`src/rtl/spi_pkg.sv`:
```
// Shared types and elaboration helpers for the SPI MOSI arbiter.
package spi_pkg;

  typedef enum logic [1:0] {
    IDLE  = 2'd0,
    SHIFT = 2'd1,
    GAP   = 2'd2
  } state_t;

  // Index width that never collapses to zero bits.
  function automatic int unsigned clog2_min1(input int unsigned n);
    return (n < 2) ? 32'd1 : 32'($clog2(n));
  endfunction

  function automatic int unsigned max_u(input int unsigned a, input int unsigned b);
    return (a > b) ? a : b;
  endfunction

  function automatic bit params_ok(input int unsigned num_req, input int unsigned data_w,
                                   input int unsigned clk_div, input int unsigned gap_cyc);
    return (num_req >= 2) && (num_req <= 8) && (data_w >= 4) && (data_w <= 32) &&
           (clk_div >= 1) && (gap_cyc >= 1);
  endfunction

endpackage

```
`src/rtl/spi_mosi_arbiter_if.sv`:
```
// Requester-side and SPI-pin signals of the MOSI arbiter.
interface spi_mosi_arbiter_if #(
  parameter int unsigned NUM_REQ = 4,
  parameter int unsigned DATA_W  = 12
);
  import spi_pkg::*;

  localparam int unsigned ID_W = clog2_min1(NUM_REQ);

  logic [NUM_REQ-1:0]        req;
  logic [NUM_REQ*DATA_W-1:0] data;
  logic [NUM_REQ-1:0]        grant;
  logic                      busy;
  logic                      done;
  logic [ID_W-1:0]           done_id;
  logic                      sclk;
  logic                      mosi;
  logic [NUM_REQ-1:0]        ss;

  modport master (
    input  req, data,
    output grant, busy, done, done_id, sclk, mosi, ss
  );

  modport slave (
    output req, data,
    input  grant, busy, done, done_id, sclk, mosi, ss
  );

endinterface

```
`src/rtl/spi_rr_arbiter.sv`:
```
// Combinational round-robin pick: first requester at or after the pointer, wrapping.
module spi_rr_arbiter
  import spi_pkg::*;
#(
  parameter  int unsigned NUM_REQ = 4,
  localparam int unsigned ID_W    = clog2_min1(NUM_REQ)
) (
  input  logic [NUM_REQ-1:0] i_req,
  input  logic [ID_W-1:0]    i_ptr,
  output logic               o_valid_c,
  output logic [ID_W-1:0]    o_idx_c,
  output logic [NUM_REQ-1:0] o_onehot_c
);

  logic [ID_W-1:0] w_cand;

  always_comb begin
    o_valid_c = 1'b0;
    o_idx_c   = '0;
    w_cand    = '0;
    for (int unsigned k = 0; k < NUM_REQ; k++) begin
      w_cand = ID_W'((32'(i_ptr) + k) % NUM_REQ);
      if (!o_valid_c && i_req[w_cand]) begin
        o_valid_c = 1'b1;
        o_idx_c   = w_cand;
      end
    end
  end

  assign o_onehot_c = o_valid_c ? (NUM_REQ'(1) << o_idx_c) : '0;

endmodule

```
`src/rtl/spi_mosi_arbiter.sv`:
```
// Round-robin sharing of one SPI mode-0 MOSI channel; one active-low select per requester.
module spi_mosi_arbiter
  import spi_pkg::*;
#(
  parameter int unsigned NUM_REQ = 4,
  parameter int unsigned DATA_W  = 12,
  parameter int unsigned CLK_DIV = 10,
  parameter int unsigned GAP_CYC = CLK_DIV
) (
  input logic                clk,
  input logic                rst,
  spi_mosi_arbiter_if.master bus
);

  localparam int unsigned ID_W   = clog2_min1(NUM_REQ);
  localparam int unsigned CNT_W  = clog2_min1(max_u(CLK_DIV, GAP_CYC));
  localparam int unsigned RISE_W = clog2_min1(DATA_W + 1);

  if (!params_ok(NUM_REQ, DATA_W, CLK_DIV, GAP_CYC)) begin : g_bad_params
    $error("spi_mosi_arbiter: parameter out of range");
  end

  state_t             r_state;
  logic [ID_W-1:0]    r_rr_ptr;
  logic [ID_W-1:0]    r_idx;
  logic [CNT_W-1:0]   r_cnt;
  logic [RISE_W-1:0]  r_rises;
  logic [DATA_W-2:0]  r_shift;
  logic [NUM_REQ-1:0] r_grant;
  logic               r_busy;
  logic               r_done;
  logic [ID_W-1:0]    r_done_id;
  logic               r_sclk;
  logic               r_mosi;
  logic [NUM_REQ-1:0] r_ss;

  logic               w_valid;
  logic [ID_W-1:0]    w_idx;
  logic [NUM_REQ-1:0] w_onehot;
  logic [DATA_W-1:0]  w_words [NUM_REQ];
  logic [DATA_W-1:0]  w_word;

  for (genvar g = 0; g < NUM_REQ; g++) begin : g_words
    assign w_words[g] = bus.data[g*DATA_W +: DATA_W];
  end
  assign w_word = w_words[w_idx];

  spi_rr_arbiter #(.NUM_REQ(NUM_REQ)) u_arb (
    .i_req      (bus.req),
    .i_ptr      (r_rr_ptr),
    .o_valid_c  (w_valid),
    .o_idx_c    (w_idx),
    .o_onehot_c (w_onehot)
  );

  // r_cnt is the sclk half-period divider in SHIFT and the idle counter in GAP.
  always_ff @(posedge clk) begin
    if (rst) begin
      r_state   <= IDLE;
      r_rr_ptr  <= '0;
      r_idx     <= '0;
      r_cnt     <= '0;
      r_rises   <= '0;
      r_shift   <= '0;
      r_grant   <= '0;
      r_busy    <= 1'b0;
      r_done    <= 1'b0;
      r_done_id <= '0;
      r_sclk    <= 1'b0;
      r_mosi    <= 1'b0;
      r_ss      <= '1;
    end else begin
      r_grant <= '0;
      r_done  <= 1'b0;
      case (r_state)
        IDLE: begin
          if (w_valid) begin
            r_grant  <= w_onehot;
            r_ss     <= ~w_onehot;
            r_mosi   <= w_word[DATA_W-1];
            r_shift  <= w_word[DATA_W-2:0];
            r_idx    <= w_idx;
            r_rr_ptr <= (w_idx == ID_W'(NUM_REQ - 1)) ? '0 : w_idx + 1'b1;
            r_busy   <= 1'b1;
            r_cnt    <= '0;
            r_rises  <= '0;
            r_sclk   <= 1'b0;
            r_state  <= SHIFT;
          end
        end
        SHIFT: begin
          if (r_cnt == CNT_W'(CLK_DIV - 1)) begin
            r_cnt <= '0;
            if (!r_sclk) begin
              r_sclk  <= 1'b1;
              r_rises <= r_rises + 1'b1;
            end else begin
              r_sclk <= 1'b0;
              // The falling edge after the last sample closes the frame.
              if (r_rises == RISE_W'(DATA_W)) begin
                r_ss      <= '1;
                r_mosi    <= 1'b0;
                r_done    <= 1'b1;
                r_done_id <= r_idx;
                r_state   <= GAP;
              end else begin
                r_mosi  <= r_shift[DATA_W-2];
                r_shift <= {r_shift[DATA_W-3:0], 1'b0};
              end
            end
          end else begin
            r_cnt <= r_cnt + 1'b1;
          end
        end
        GAP: begin
          if (r_cnt == CNT_W'(GAP_CYC - 1)) begin
            r_cnt   <= '0;
            r_busy  <= 1'b0;
            r_state <= IDLE;
          end else begin
            r_cnt <= r_cnt + 1'b1;
          end
        end
        default: r_state <= IDLE;
      endcase
    end
  end

  assign bus.grant   = r_grant;
  assign bus.busy    = r_busy;
  assign bus.done    = r_done;
  assign bus.done_id = r_done_id;
  assign bus.sclk    = r_sclk;
  assign bus.mosi    = r_mosi;
  assign bus.ss      = r_ss;

endmodule

```
`src/flat_wrapper.sv`:
```
// flat-port wrapper written by rule: the top's interface ports become plain ports
module spi_mosi_arbiter_flat import spi_pkg::*;
#(
  parameter int unsigned NUM_REQ = 4,
  parameter int unsigned DATA_W  = 12,
  parameter int unsigned CLK_DIV = 10,
  parameter int unsigned GAP_CYC = CLK_DIV
)
  (clk, rst, bus_req, bus_data, bus_grant, bus_busy, bus_done, bus_done_id, bus_sclk, bus_mosi, bus_ss);
  spi_mosi_arbiter_if #(.NUM_REQ(NUM_REQ), .DATA_W(DATA_W)) bus_i ();
  input logic clk;
  input logic rst;
  input wire logic [$bits(bus_i.req)-1:0] bus_req;
  input wire logic [$bits(bus_i.data)-1:0] bus_data;
  output wire logic [$bits(bus_i.grant)-1:0] bus_grant;
  output wire logic [$bits(bus_i.busy)-1:0] bus_busy;
  output wire logic [$bits(bus_i.done)-1:0] bus_done;
  output wire logic [$bits(bus_i.done_id)-1:0] bus_done_id;
  output wire logic [$bits(bus_i.sclk)-1:0] bus_sclk;
  output wire logic [$bits(bus_i.mosi)-1:0] bus_mosi;
  output wire logic [$bits(bus_i.ss)-1:0] bus_ss;
  assign bus_i.req = bus_req;
  assign bus_i.data = bus_data;
  assign bus_grant = bus_i.grant;
  assign bus_busy = bus_i.busy;
  assign bus_done = bus_i.done;
  assign bus_done_id = bus_i.done_id;
  assign bus_sclk = bus_i.sclk;
  assign bus_mosi = bus_i.mosi;
  assign bus_ss = bus_i.ss;
  spi_mosi_arbiter #(.NUM_REQ(NUM_REQ), .DATA_W(DATA_W), .CLK_DIV(CLK_DIV), .GAP_CYC(GAP_CYC)) u_core (.clk(clk), .rst(rst), .bus(bus_i));
endmodule
```
`config.mk`:
```
export PLATFORM = sky130hd
export DESIGN_NAME = spi_mosi_arbiter_flat
export DESIGN_NICKNAME = d
export VERILOG_FILES = /design/src/rtl/spi_pkg.sv /design/src/rtl/spi_mosi_arbiter_if.sv /design/src/rtl/spi_rr_arbiter.sv /design/src/rtl/spi_mosi_arbiter.sv /design/src/flat_wrapper.sv
export SDC_FILE = /design/constraint.sdc
export NUM_CORES = 1
export LEC_CHECK = 0
export CAP_MARGIN = 5
export CORE_UTILIZATION = 45
export CTS_BUF_LIST = sky130_fd_sc_hd__clkbuf_2
export DETAILED_ROUTE_END_ITERATION = 10
export DONT_BUFFER_PORTS = 1
export HOLD_SLACK_MARGIN = 0.08
export PLACE_DENSITY = 0.61
export REMOVE_ABC_BUFFERS = 1
export SYNTH_ARGS = -nofsm -noshare
export SYNTH_HDL_FRONTEND = slang
export SYNTH_SLANG_ARGS = --single-unit
```
`constraint.sdc`:
```
create_clock -name clk -period 2.73 [get_ports clk]
set_clock_uncertainty 0.2 [all_clocks]
set_input_delay 0.1365 -clock clk [delete_from_list [all_inputs] [get_ports clk]]
set_output_delay 0.1365 -clock clk [all_outputs]
set_load 0.01 [all_outputs]
```
==> results.md, run 1 <==
* Status: completed
* Routed vias/inst at 5.549
* Largest net degree at the start of global routing at 40
* Share of layout cells above drive strength 1 at 11.31%
* Number of buffers created by CTS at 5
* Final nets at slightly below 400
* Final min period at 2.665 ns
* Initial DRC Count at 87
* Critical path's slowest cell: dlygate4sd3_1
* Worst setup EP type: flop
* Worst skew pair latency at 0.41 ns
* Post-synth EDFFs at 0
* RSZ-0062 raised after global routing: no
* Crit-path cells: dlygate4sd3_1 -> or4_1 -> dlygate4sd3_1 -> a311oi_2 -> dlygate4sd3_1
* Setup TNS Final at 0 ns
* Crit Path Category: input pin to flop
* YS warnings at 0
* Grt total ovfl at 0
* Min-delay src: bus_req[0]
* Core box area at roughly 5000 um^2
* Crit share post-route at slightly below 100%
* Sequential area share after synthesis at 32.31%
* CP Launch Point: bus_req[1]
* Max FO, Critical Path at 4
* Slew at the pin closest to its max-slew limit at 0.6512 ns
* 1st-pass router iterations at 4
* CP max stage delay at 0.66 ns
* Distinct cells, synth at 48
* Die height at 75.28 um
* Top FF cell, synth: dfxtp_1
* Standard-cell rows at 26
* GRT Total Usage at 22.32%
* First-pass GRT wire length at 9.404 mm
* Ports at 68
* Most frequent cell after synthesis: dfxtp_1
* Initial antenna violation count at 0
* Cell mode on critical path: dlygate4sd3_1
* Required @ worst endpoint at 2.91 ns
* Post-CTS Setup Inserts at 0
* Syn Inst Count at 266
* Sink Count at 39
* Hold Path Class: input pin to flop
* Die area at ~5700 um^2
* Diode count at 0
* Die Width at between 70 and 80 um
* Routed WL at 6.143 mm
* Power Total at 1791 uW
* Ys async rst share at 0%
* Max Clk Rate at between 300 and 400 MHz
* Yosys reg bits at 39
* Vias at 2203
* Worst-path clk slew at 0.23 ns
* Post-synth top cells: dfxtp_1 (39), mux2i_1 (27), a21oi_1 (26)
* IO buf count at 0
* Initial core utilization at 47.01%
* Finish-stage setup viols at 0
* CTS H-Tree Depth at 2
* Startpoint types: input pin
* CTS tree: built
* Final hold viol count at 0
* R2r startpoint: u_core.r_rr_ptr[1]
* Synthesis-to-layout area growth at 31.54%
* Area of the mapped netlist at 2416 um^2
* Largest cells by area after synthesis: dfxtp_1 (32%), mux2i_1 (11%), ha_1 (6.2%)
* Synth area leader: dfxtp_1
* Placer Congestion at 0.7818
* Max-slew violations at 0
* Leakage at between 0.001 and 0.0015 uW
* Clk buf depth at 2
* Vias in the first global route at 2013
* Final HPWL from detailed placement at 3.567 mm
* WP data arrival at 2.84 ns
* Synth top area share at 32.31%
* DRC violations left at 0
* Peak VDD IR at 0.0002891 V
* Pwr/cell area at 563.5 nW/um^2
* CTS Root Cell: clkbuf_2
* Max-capacitance violation count at 0
* Syn_area_per_cell at 9.083 um^2
* Final ANT Viol Nets at 0
* Max-slew headroom at 56.59%
* Avg WL per Cell at 15.47 um
flip-flops by register name, summed over array words and instances, names as in the netlist:
name / cells
u_core.bus.mosi: 1
u_core.r_rises: 4
u_core.r_idx: 2
u_core.bus.done: 1
u_core.r_shift: 11
u_core.r_state: 2
u_core.r_rr_ptr: 2
u_core.r_cnt: 4
u_core.bus.grant: 4
u_core.bus.done_id: 2
u_core.bus.sclk: 1
u_core.bus.ss: 4
u_core.bus.busy: 1
power by group:
group | switching, uW | leakage (uW) | internal, uW
Clock | 208 | 0.0000492 | 246
Sequential | 61.3 | 0.000319 | 644
Combinational | 309 | 0.000843 | 323
Total | 578 | 0.00121 | 1210
layout make-up:
class / instances / area, um^2
multi-input cells: 201 / 1506
well taps: 70 / 87.58
clock buffers: 5 / 25.02
inverters: 13 / 48.80
repair buffers: 66 / 661.9
flip-flops and latches: 39 / 780.7
fillers: 467 / 1962
clock inverters: 3 / 67.56
worst max-delay path, delay by kind of cell:
| kind | cells | cell delay, ns |
|---|---|---|
| AO/OA/AOI/OAI | 1 | 0.28 |
| AND/OR/NAND/NOR | 1 | 0.60 |
| buffers and inverters | 3 | 1.83 |
repair_timing:
action | 4_1_cts | 5_1_grt
resized for setup | 0 | 3
setup endpoints to repair | 0 | 4
hold endpoints to repair | 39 | 0
hold buffers | 61 | 0
final timing paths:
path,endpoint,slack [ns],cells past startpoint
min,u_core.r_shift[10],0.13,5
min reg2reg,u_core.r_state[1],0.30,2
max,u_core.r_rr_ptr[0],0.06,5
max reg2reg,u_core.r_shift[7],0.14,7
logic make-up (layout without fill, tap and decap cells):
family | after synthesis | count (layout) | synth area share, %
compound gates | 75 | 75 | 22.89
fa+ha+maj | 12 | 12 | 6.214
buf+inv | 26 | 87 | 5.852
flops | 39 | 39 | 32.31
mux | 28 | 28 | 12.12
simple gates | 86 | 86 | 20.61
routing by layer:
metal / GRT usage, % / vias up / part of all wire (%)
met3: 5.221 / 8 / 3.7
li1: - / 1099 / -
met4: 8.025 / 0 / 1.1
met2: 40.44 / 69 / 53
met1: 25.59 / 1027 / 43
met5: 0 / - / 0
cells in the final DEF (no fill, tap or decap), types with 2 or more instances in the layout:
master,n
buf_4,4
o21ai_0,5
a21o_1,3
a311oi_2,2
dlygate4sd3_1,60
nor2b_1,2
nor2_1,18
bufinv_16,2
a21oi_1,26
ha_1,12
o32ai_1,4
and3_1,2
o221ai_1,3
o21a_1,2
nand2_1,13
nor3_1,7
o221ai_2,9
dfxtp_1,39
a31oi_1,10
nand4_1,4
and2_1,5
o21ai_1,5
mux2i_1,27
inv_1,13
nand2b_1,17
nand3_1,4
or4_1,2
clkbuf_2,5
per-stage QoR:
stage / cells / hold slack, ns / worst slack [ns] / area [um^2] / util (%)
global placement: 328 / 0.01379 / 0.4823 / 2449 / 47.64
CTS: 397 / 0.09958 / 0.06978 / 3162 / 61.51
global route: 397 / 0.1222 / 0.02542 / 3178 / 61.83
finish: 397 / 0.1305 / 0.06466 / 3178 / 61.83
detailed placement: 328 / 0.01510 / 0.3966 / 2449 / 47.64
floorplan: 253 / 0.005566 / 0.1702 / 2323 / -
No activity file was read; power rests on OpenSTA's default activity.
==> run 2: changes to the inputs <==
--- a/config.mk
+++ b/config.mk
@@ -5,6 +5,7 @@
 export SDC_FILE = /design/constraint.sdc
 export NUM_CORES = 1
 export LEC_CHECK = 0
+export ABC_AREA = 1
 export CAP_MARGIN = 5
 export CORE_UTILIZATION = 45
 export CTS_BUF_LIST = sky130_fd_sc_hd__clkbuf_2
==> constraint.sdc (replaced) <==
create_clock -name clk -period 2.73 [get_ports clk]
set_clock_uncertainty 0.2 [all_clocks]
set_input_delay 0 -clock clk [delete_from_list [all_inputs] [get_ports clk]]
set_output_delay 0 -clock clk [all_outputs]
set_load 0.01 [all_outputs]
==> run 2 against run 1 <==
  * Area after synthesis grew 13%
  * Clock power shrank 46%
  * Global-route usage grew 0.12 points
  * Critical path type is now flop to flop
  * Critical endpoint is now u_core.r_shift[5]
  * Largest cell class unchanged
==> results.md, run 2 <==
* Depth of the worst register-to-register path at 14 (was 7)
* Worst skew pair latency at 0.40 ns (was 0.41 ns)
* Clk buf depth at 2 (unchanged)
* Largest Register: u_core.r_shift (unchanged)
* Hold Path Class: input pin to flop (unchanged)
* Peak VDD IR at 0.0007427 V (was 0.0002891 V)
* YS warnings at 0 (unchanged)
* Ports at 68 (unchanged)
* Grt total ovfl at 0 (unchanged)
* Vias in the first global route at 2477 (was 2013)
* Final min period at 2.604 ns (was 2.665 ns)
* Max FO, Critical Path at 8 (was 4)
* WP data arrival at 2.74 ns (was 2.84 ns)
* Crit Path Category: flop to flop (was input pin to flop)
* Max-slew violations at 0 (unchanged)
* Leakage at 0.001503 uW (was 0.001211 uW)
* Largest net degree at the start of global routing at 28 (was 40)
* Utilization after layout at 58.61% (was 61.83%)
* Die area at 6399 um^2 (was 5666 um^2)
* Synth top area share at 28.52% (was 32.31%)
* Reg2Reg Setup Slack at 0.13 ns (was 0.14 ns)
* Worst setup EP type: flop (unchanged)
* Vias at 2708 (was 2203)
* Final nets at 500 (was 392)
* Core box area at 5886 um^2 (was 5140 um^2)
* Max-capacitance violation count at 0 (unchanged)
* Post-synth top cells: nand2_1 (70), nand3_1 (54), dfxtp_1 (39) (was dfxtp_1 (39), mux2i_1 (27), a21oi_1 (26))
* Routed vias/inst at 5.320 (was 5.549)
* Sink Count at 39 (unchanged)
* Max-slew headroom at 46.19% (was 56.59%)
* Hold depth at 9 (was 5)
* Routed WL at 7.226 mm (was 6.143 mm)
* Yosys reg bits at 39 (unchanged)
* Final ANT Viol Nets at 0 (unchanged)
* Placer Congestion at 0.8369 (was 0.7818)
* GRT Total Usage at 22.44% (was 22.32%)
* Diode count at 0 (unchanged)
* Commonest non-fill, non-tap cell in the layout: nand2_1 (was dlygate4sd3_1)
* Placed cell area at 2746 um^2 (was 2449 um^2)
* CTS tree: built (unchanged)
* Hold Path End: u_core.bus.busy (was u_core.r_shift[10])
* Number of buffers created by CTS at 5 (unchanged)
* IO buf count at 0 (unchanged)
* DRC violations left at 0 (unchanged)
* 1st-pass router iterations at 4 (unchanged)
* Synthesis-to-layout area growth at 26.01% (was 31.54%)
* Ys async rst share at 0% (unchanged)
* Crit share post-route at 95.40% (was 97.63%)
* Most frequent cell after synthesis: nand2_1 (was dfxtp_1)
* Syn_area_per_cell at 7.300 um^2 (was 9.083 um^2)
* Final hold viol count at 0 (unchanged)
* Standard-cell rows at 28 (was 26)
* Worst R2R End: u_core.r_shift[5] (was u_core.r_shift[7])
* Pwr/cell area at 1412 nW/um^2 (was 563.5 nW/um^2)
* Final HPWL from detailed placement at 4.362 mm (was 3.567 mm)
* Top FF cell, synth: dfxtp_1 (unchanged)
* Status: completed (unchanged)
* First-pass GRT wire length at 11.20 mm (was 9.404 mm)
* Area of the mapped netlist at 2738 um^2 (was 2416 um^2)
* Most frequent cells in the layout: nand2_1 (69), nand3_1 (54), dlygate4sd3_1 (50), dfxtp_1 (37), inv_1 (34) (was dlygate4sd3_1 (60), dfxtp_1 (39), mux2i_1 (27), a21oi_1 (26), nor2_1 (18))
* Max Clk Rate at 384.0 MHz (was 375.2 MHz)
* Initial DRC Count at 77 (was 87)
* R2r startpoint: u_core.r_rr_ptr[0] (was u_core.r_rr_ptr[1])
* Die Width at 80.00 um (was 75.28 um)
* CTS H-Tree Depth at 2 (unchanged)
* Die height at 80.00 um (was 75.28 um)
* Initial core utilization at 46.51% (was 47.01%)
* Initial antenna violation count at 0 (unchanged)
* CTS Root Cell: clkbuf_2 (unchanged)
* Syn Inst Count at 375 (was 266)
* Share of layout cells above drive strength 1 at 20.28% (was 11.31%)
* Final instance area at 3450 um^2 (was 3178 um^2)
* Finish-stage setup viols at 0 (unchanged)
* Post-synth EDFFs at 0 (unchanged)
* Worst-path clk slew at 0.19 ns (was 0.23 ns)
* Sequential area share after synthesis at 28.52% (was 32.31%)
* Required @ worst endpoint at 2.87 ns (was 2.91 ns)
* # fillers at 560 (was 467)
* Max reg flops at 11 (unchanged)
* Min-delay src: bus_req[2] (was bus_req[0])
* Distinct cells, synth at 35 (was 48)
* Avg WL per Cell at 14.20 um (was 15.47 um)
* Largest cells by area after synthesis: dfxtp_1 (29%), nand3_1 (9.9%), nand2_1 (9.6%) (was dfxtp_1 (32%), mux2i_1 (11%), ha_1 (6.2%))
* Slew at the pin closest to its max-slew limit at 0.8063 ns (was 0.6512 ns)
* Synth area leader: dfxtp_1 (unchanged)
* Startpoint types: flop (was input pin)
## run 2: cell count changes in the layout (fill, tap and decap cells not counted), moves of 16 or more
| cell | before | now |
|---|---|---|
| nand2_1 | 13 | 69 |
| nand3_1 | 4 | 54 |
| mux2i_1 | 27 | 0 |
| inv_1 | 13 | 34 |
| nand3_2 | 0 | 18 |
| nand2b_1 | 17 | 0 |
| o21ai_0 | 5 | 21 |
## run 2: through the flow
stage | setup slack [ns] | setup TNS (ns) | hold slack (ns) | total power (uW) | std cells
after floorplan | 0.1452 | 0 | -0.1309 | 3137 | 359
after global placement | 0.2629 | 0 | -0.1274 | 3703 | 440
after detailed placement | 0.2134 | 0 | -0.1256 | 3740 | 440
after CTS | 0.02895 | 0 | 0.08117 | 4414 | 497
after global routing | -0.002401 | -0.002401 | 0.1477 | 5275 | 509
final | 0.1257 | 0 | 0.09625 | 4870 | 509
## run 2: timing repair
action,CTS,global route
gates resized for setup,0,17
buffers inserted,0,9
setup endpoints to repair,0,13
hold buffers,50,1
endpoints found under the hold margin,33,1
## run 2: worst max path at each step
| stage | startpoint | to | slack (ns) | cells past startpoint |
|---|---|---|---|---|
| floorplan | u_core.r_rr_ptr[0] | u_core.bus.ss[2] | 0.15 | 16 |
| global placement | u_core.r_rr_ptr[0] | u_core.bus.ss[2] | 0.26 | 16 |
| global route | u_core.r_rr_ptr[0] | u_core.r_shift[1] | -0.002 | 14 |
| finish | u_core.r_rr_ptr[0] | u_core.r_shift[5] | 0.13 | 14 |
| CTS | u_core.r_rr_ptr[0] | u_core.r_shift[2] | 0.03 | 13 |
| detailed placement | u_core.r_rr_ptr[0] | u_core.bus.ss[2] | 0.21 | 15 |
## run 2: critical path: stages (launching register included)
cell and delay, ns:
dfxtp_4 0.40, buf_4 0.16, nand2_4 0.07, nand2_4 0.07, nand2_2 0.09, nand2_4 0.07, nor2_8 0.12, nand3_4 0.15
nand2_8 0.16, buf_12 0.14, nand3_1 0.08, nand3_2 0.08, dlygate4sd3_1 0.56, nand3_2 0.08, a21oi_2 0.11
## run 2: layout make-up
type	count	area [um^2]	share of cell area, %
multi-input combinational	281	1717	49.76
inverter	41	161.4	4.679
tap	75	93.84	2.720
clock buffer	5	25.02	0.7254
sequential	39	785.8	22.78
timing repair buffer	66	658.1	19.08
clock inverter	2	8.758	0.2539
## run 2: cell families after synthesis
family / synth area share (%)
simple gates: 39.21
compound gates: 16.41
buf+inv: 10.37
flops: 28.52
fa+ha+maj: 5.484
## run 2: per-layer routing
| layer | routed length, um | GRT usage, % |
|---|---|---|
| met5 | 0 | 0 |
| met4 | 108 | 6.250 |
| met3 | 299 | 4.114 |
| met2 | 3613 | 40.09 |
| met1 | 3204 | 27.21 |
## run 2: report_power, final
group / leakage, uW / internal, uW / switching (uW) / total, uW
logic: 0.00115 / 1580 / 2170 / 3750
clock network: 0.0000262 / 54.2 / 190 / 244
registers: 0.000322 / 746 / 126 / 872
total: 0.00150 / 2380 / 2490 / 4870
==> run 3: changes to the inputs <==
--- a/config.mk
+++ b/config.mk
@@ -12,7 +12,6 @@
 export DETAILED_ROUTE_END_ITERATION = 10
 export DONT_BUFFER_PORTS = 1
 export HOLD_SLACK_MARGIN = 0.08
-export PLACE_DENSITY = 0.61
 export REMOVE_ABC_BUFFERS = 1
 export SYNTH_ARGS = -nofsm -noshare
 export SYNTH_HDL_FRONTEND = slang
==> run 3 against run 2 <==
  * Worst setup slack improved by 0.15 ns
  * Global-route usage increased by 0.99 points
  * Combinational power down 16%
  * Critical endpoint is now u_core.bus.ss[0]
==> results.md, run 3 (synthesis results as in run 2) <==
* Status: completed (unchanged)
* Worst-path clk slew at 0.22 ns (was 0.19 ns)
* Placer Congestion at 0.8708 (was 0.8369)
* Final HPWL from detailed placement at 4.437 mm (was 4.362 mm)
* Vias at 2701 (was 2708)
* Final ANT Viol Nets at 0 (unchanged)
* Worst setup EP type: flop (unchanged)
* Grt total ovfl at 0 (unchanged)
* Ports at 68 (unchanged)
* Final non-filler cell total at 508 (was 509)
* Net Sw Power at 2342 uW (was 2490 uW)
* Critical path's slowest cell: dfxtp_4 (was dlygate4sd3_1)
* Die Width at 80.00 um (unchanged)
* Largest net degree at the start of global routing at 28 (unchanged)
* Buffers & Inverters on Critical Path at 5 (was 3)
* CTS H-Tree Depth at 2 (unchanged)
* Routed WL at 7.100 mm (was 7.226 mm)
* Min Hold Slack at 0.1286 ns (was 0.09625 ns)
* Setup TNS Final at 0 ns (unchanged)
* Met2 routed WL at 3.423 mm (was 3.613 mm)
* First-pass GRT wire length at 11.82 mm (was 11.20 mm)
* Register area at 785.8 um^2 (unchanged)
* DRC violations left at 0 (unchanged)
* Sink Count at 39 (unchanged)
* Max reg flops at 11 (unchanged)
* Share of layout cells above drive strength 1 at 19.40% (was 20.28%)
* R2r startpoint: u_core.r_rr_ptr[0] (unchanged)
* Synthesis-to-layout area growth at 24.63% (was 26.01%)
* Routed vias/inst at 5.317 (was 5.320)
* Pwr/cell area at 1283 nW/um^2 (was 1412 nW/um^2)
* Hold depth at 9 (unchanged)
* Core box area at 5886 um^2 (unchanged)
* Depth of the worst register-to-register path at 17 (was 14)
* Number of buffers created by CTS at 5 (unchanged)
* Clk network pwr share at 8.2% (was 5.0%)
* Final hold viol count at 0 (unchanged)
* RSZ-0062 raised after global routing: no
* Crit Path Category: flop to flop (unchanged)
* Placed cells at 440 (unchanged)
* Diode count at 0 (unchanged)
* Combinational Power Share at 71.9% (was 77.1%)
* Final min period at 2.454 ns (was 2.604 ns)
* Standard-cell rows at 28 (unchanged)
* Initial antenna violation count at 0 (unchanged)
* CTS Root Cell: clkbuf_2 (unchanged)
* Vias in the first global route at 2663 (was 2477)
* Wire length on met1 at 3.184 mm (was 3.204 mm)
* Required @ worst endpoint at 2.81 ns (was 2.87 ns)
* Crit-path cells: buf_4 -> nand2_4 -> nand2_4 -> nand2_1 -> o21ai_2 -> buf_4 -> inv_2 -> nand3_4 -> nand2_8 -> nand2_8 -> inv_1 -> ha_1 -> inv_1 -> nor2_1 -> a21oi_1 -> a21oi_1 -> nand2_1 (was buf_4 -> nand2_4 -> nand2_4 -> nand2_2 -> nand2_4 -> nor2_8 -> nand3_4 -> nand2_8 -> buf_12 -> nand3_1 -> nand3_2 -> dlygate4sd3_1 -> nand3_2 -> a21oi_2)
* Startpoint types: flop (unchanged)
* CP max stage delay at 0.40 ns (was 0.56 ns)
* Crit share post-route at 89.90% (was 95.40%)
* Final nets at 498 (was 500)
* Max Clk Rate at 407.5 MHz (was 384.0 MHz)
* Sw Ratio at 53.52% (was 51.13%)
* Top Family by Delay on Critical Path: simple AND/OR/NAND/NOR gates (unchanged)
* Final instance area at 3412 um^2 (was 3450 um^2)
* Commonest non-fill, non-tap cell in the layout: nand2_1 (unchanged)
* Largest Register: u_core.r_shift (unchanged)
* Peak VDD IR at 0.0005991 V (was 0.0007427 V)
* Reg2Reg Setup Slack at 0.28 ns (was 0.13 ns)
* Avg WL per Cell at 13.98 um (was 14.20 um)
* GRT Total Usage at 23.43% (was 22.44%)
* Sequential power share at 19.8% (was 17.9%)
* Worst skew pair latency at 0.39 ns (was 0.40 ns)
* Leakage at 0.001516 uW (was 0.001503 uW)
* Most frequent cells in the layout: nand2_1 (70), nand3_1 (54), dlygate4sd3_1 (53), dfxtp_1 (37), inv_1 (34) (was nand2_1 (69), nand3_1 (54), dlygate4sd3_1 (50), dfxtp_1 (37), inv_1 (34))
* Hold Path Class: input pin to flop (unchanged)
* Worst R2R End: u_core.bus.ss[0] (was u_core.r_shift[5])
* Highest routed layer: met4 (unchanged)
* Hold Path End: u_core.bus.busy (unchanged)
* Die area at 6399 um^2 (unchanged)
* Met3 wire length at 414 um (was 299 um)
* 1st-pass router iterations at 4 (unchanged)
* Max-slew violations at 0 (unchanged)
* Placed cell area at 2746 um^2 (unchanged)
* WP data arrival at 2.54 ns (was 2.74 ns)
* Initial DRC Count at 127 (was 77)
* CTS tree: built (unchanged)
* Max-capacitance violation count at 0 (unchanged)
* Clk buf depth at 2 (unchanged)
* Max FO, Critical Path at 27 (was 8)
* Min-delay src: bus_req[2] (unchanged)
* Die height at 80.00 um (unchanged)
* Area of the multi-input gates at 1684 um^2 (was 1717 um^2)
* # fillers at 557 (was 560)
* Internal power at 2034 uW (was 2380 uW)
* Finish-stage setup viols at 0 (unchanged)
* Initial core utilization at 46.51% (unchanged)
* Max-slew headroom at 47.86% (was 46.19%)
* Slew at the pin closest to its max-slew limit at 0.7813 ns (was 0.8063 ns)
* IO buf count at 0 (unchanged)
-- run 3: cell types whose count changed in the layout (fill, tap and decap cells not counted), moves of 2 or more --
| cell | before | now |
|---|---|---|
| inv_2 | 5 | 7 |
| buf_6 | 2 | 0 |
| dlygate4sd3_1 | 50 | 53 |
| buf_12 | 2 | 0 |
| nand2_4 | 8 | 6 |
-- run 3: worst reg2reg max path, delay by kind of cell, from the launching register on --
kind	cells	cell delay, ns
and+or+nand+nor	8	0.79
buffers and inverters	5	0.55
DFF	1	0.40
AOI/OAI and AO/OA	3	0.26
adders and majority gates	1	0.15
-- run 3: how the worst max path moves through the flow --
stage / start / endpoint / slack [ns] / cells after the start
after floorplan: u_core.r_rr_ptr[0] / u_core.bus.ss[2] / 0.15 / 16
after global placement: u_core.r_rr_ptr[0] / u_core.bus.ss[2] / 0.22 / 15
after detailed placement: u_core.r_rr_ptr[0] / u_core.bus.ss[0] / 0.17 / 15
after CTS: u_core.r_rr_ptr[0] / u_core.r_idx[1] / 0.01 / 11
after global routing: u_core.r_rr_ptr[0] / u_core.bus.ss[2] / 0.05 / 16
final: u_core.r_rr_ptr[0] / u_core.bus.ss[0] / 0.28 / 17
-- run 3: cell type report --
class                   instances  share of cell area [%]
inverters                      41                   4.510
well taps                      75                   2.750
multi-input cells             280                   49.36
clock buffers                   5                  0.7334
repair buffers                 65                   18.34
flip-flops and latches         39                   23.03
clock inverters                 3                   1.283
-- run 3: per-stage QoR --
stage / setup slack [ns] / util [%] / total power, uW
global route: 0.04884 / 57.97 / 4797
finish: 0.2758 / 57.97 / 4376
global placement: 0.2182 / 46.66 / 3720
CTS: 0.009869 / 57.02 / 4213
detailed placement: 0.1692 / 46.66 / 3748
floorplan: 0.1452 / - / 3137
-- run 3: power by group through the flow --
stage,Sequential [uW],Combinational (uW),Clock (uW)
floorplan,869,2270,0
global placement,875,2840,0
detailed placement,878,2870,0
CTS,865,2980,370
global route,890,3510,399
finish,868,3150,360
-- run 3: what timing repair did --
item,CTS,global route
buffers inserted,0,5
endpoints found under the setup margin,0,18
endpoints found under the hold margin,36,0
hold buffers,54,0
resized for setup,0,4
-- run 3: metal layers --
| layer | global-route usage [%] | vias to the layer above |
|---|---|---|
| met2 | 41.45 | 95 |
| met3 | 4.457 | 10 |
| met1 | 28.66 | 1235 |
| met5 | 0 | - |
| li1 | - | 1361 |
| met4 | 6.429 | 0 |
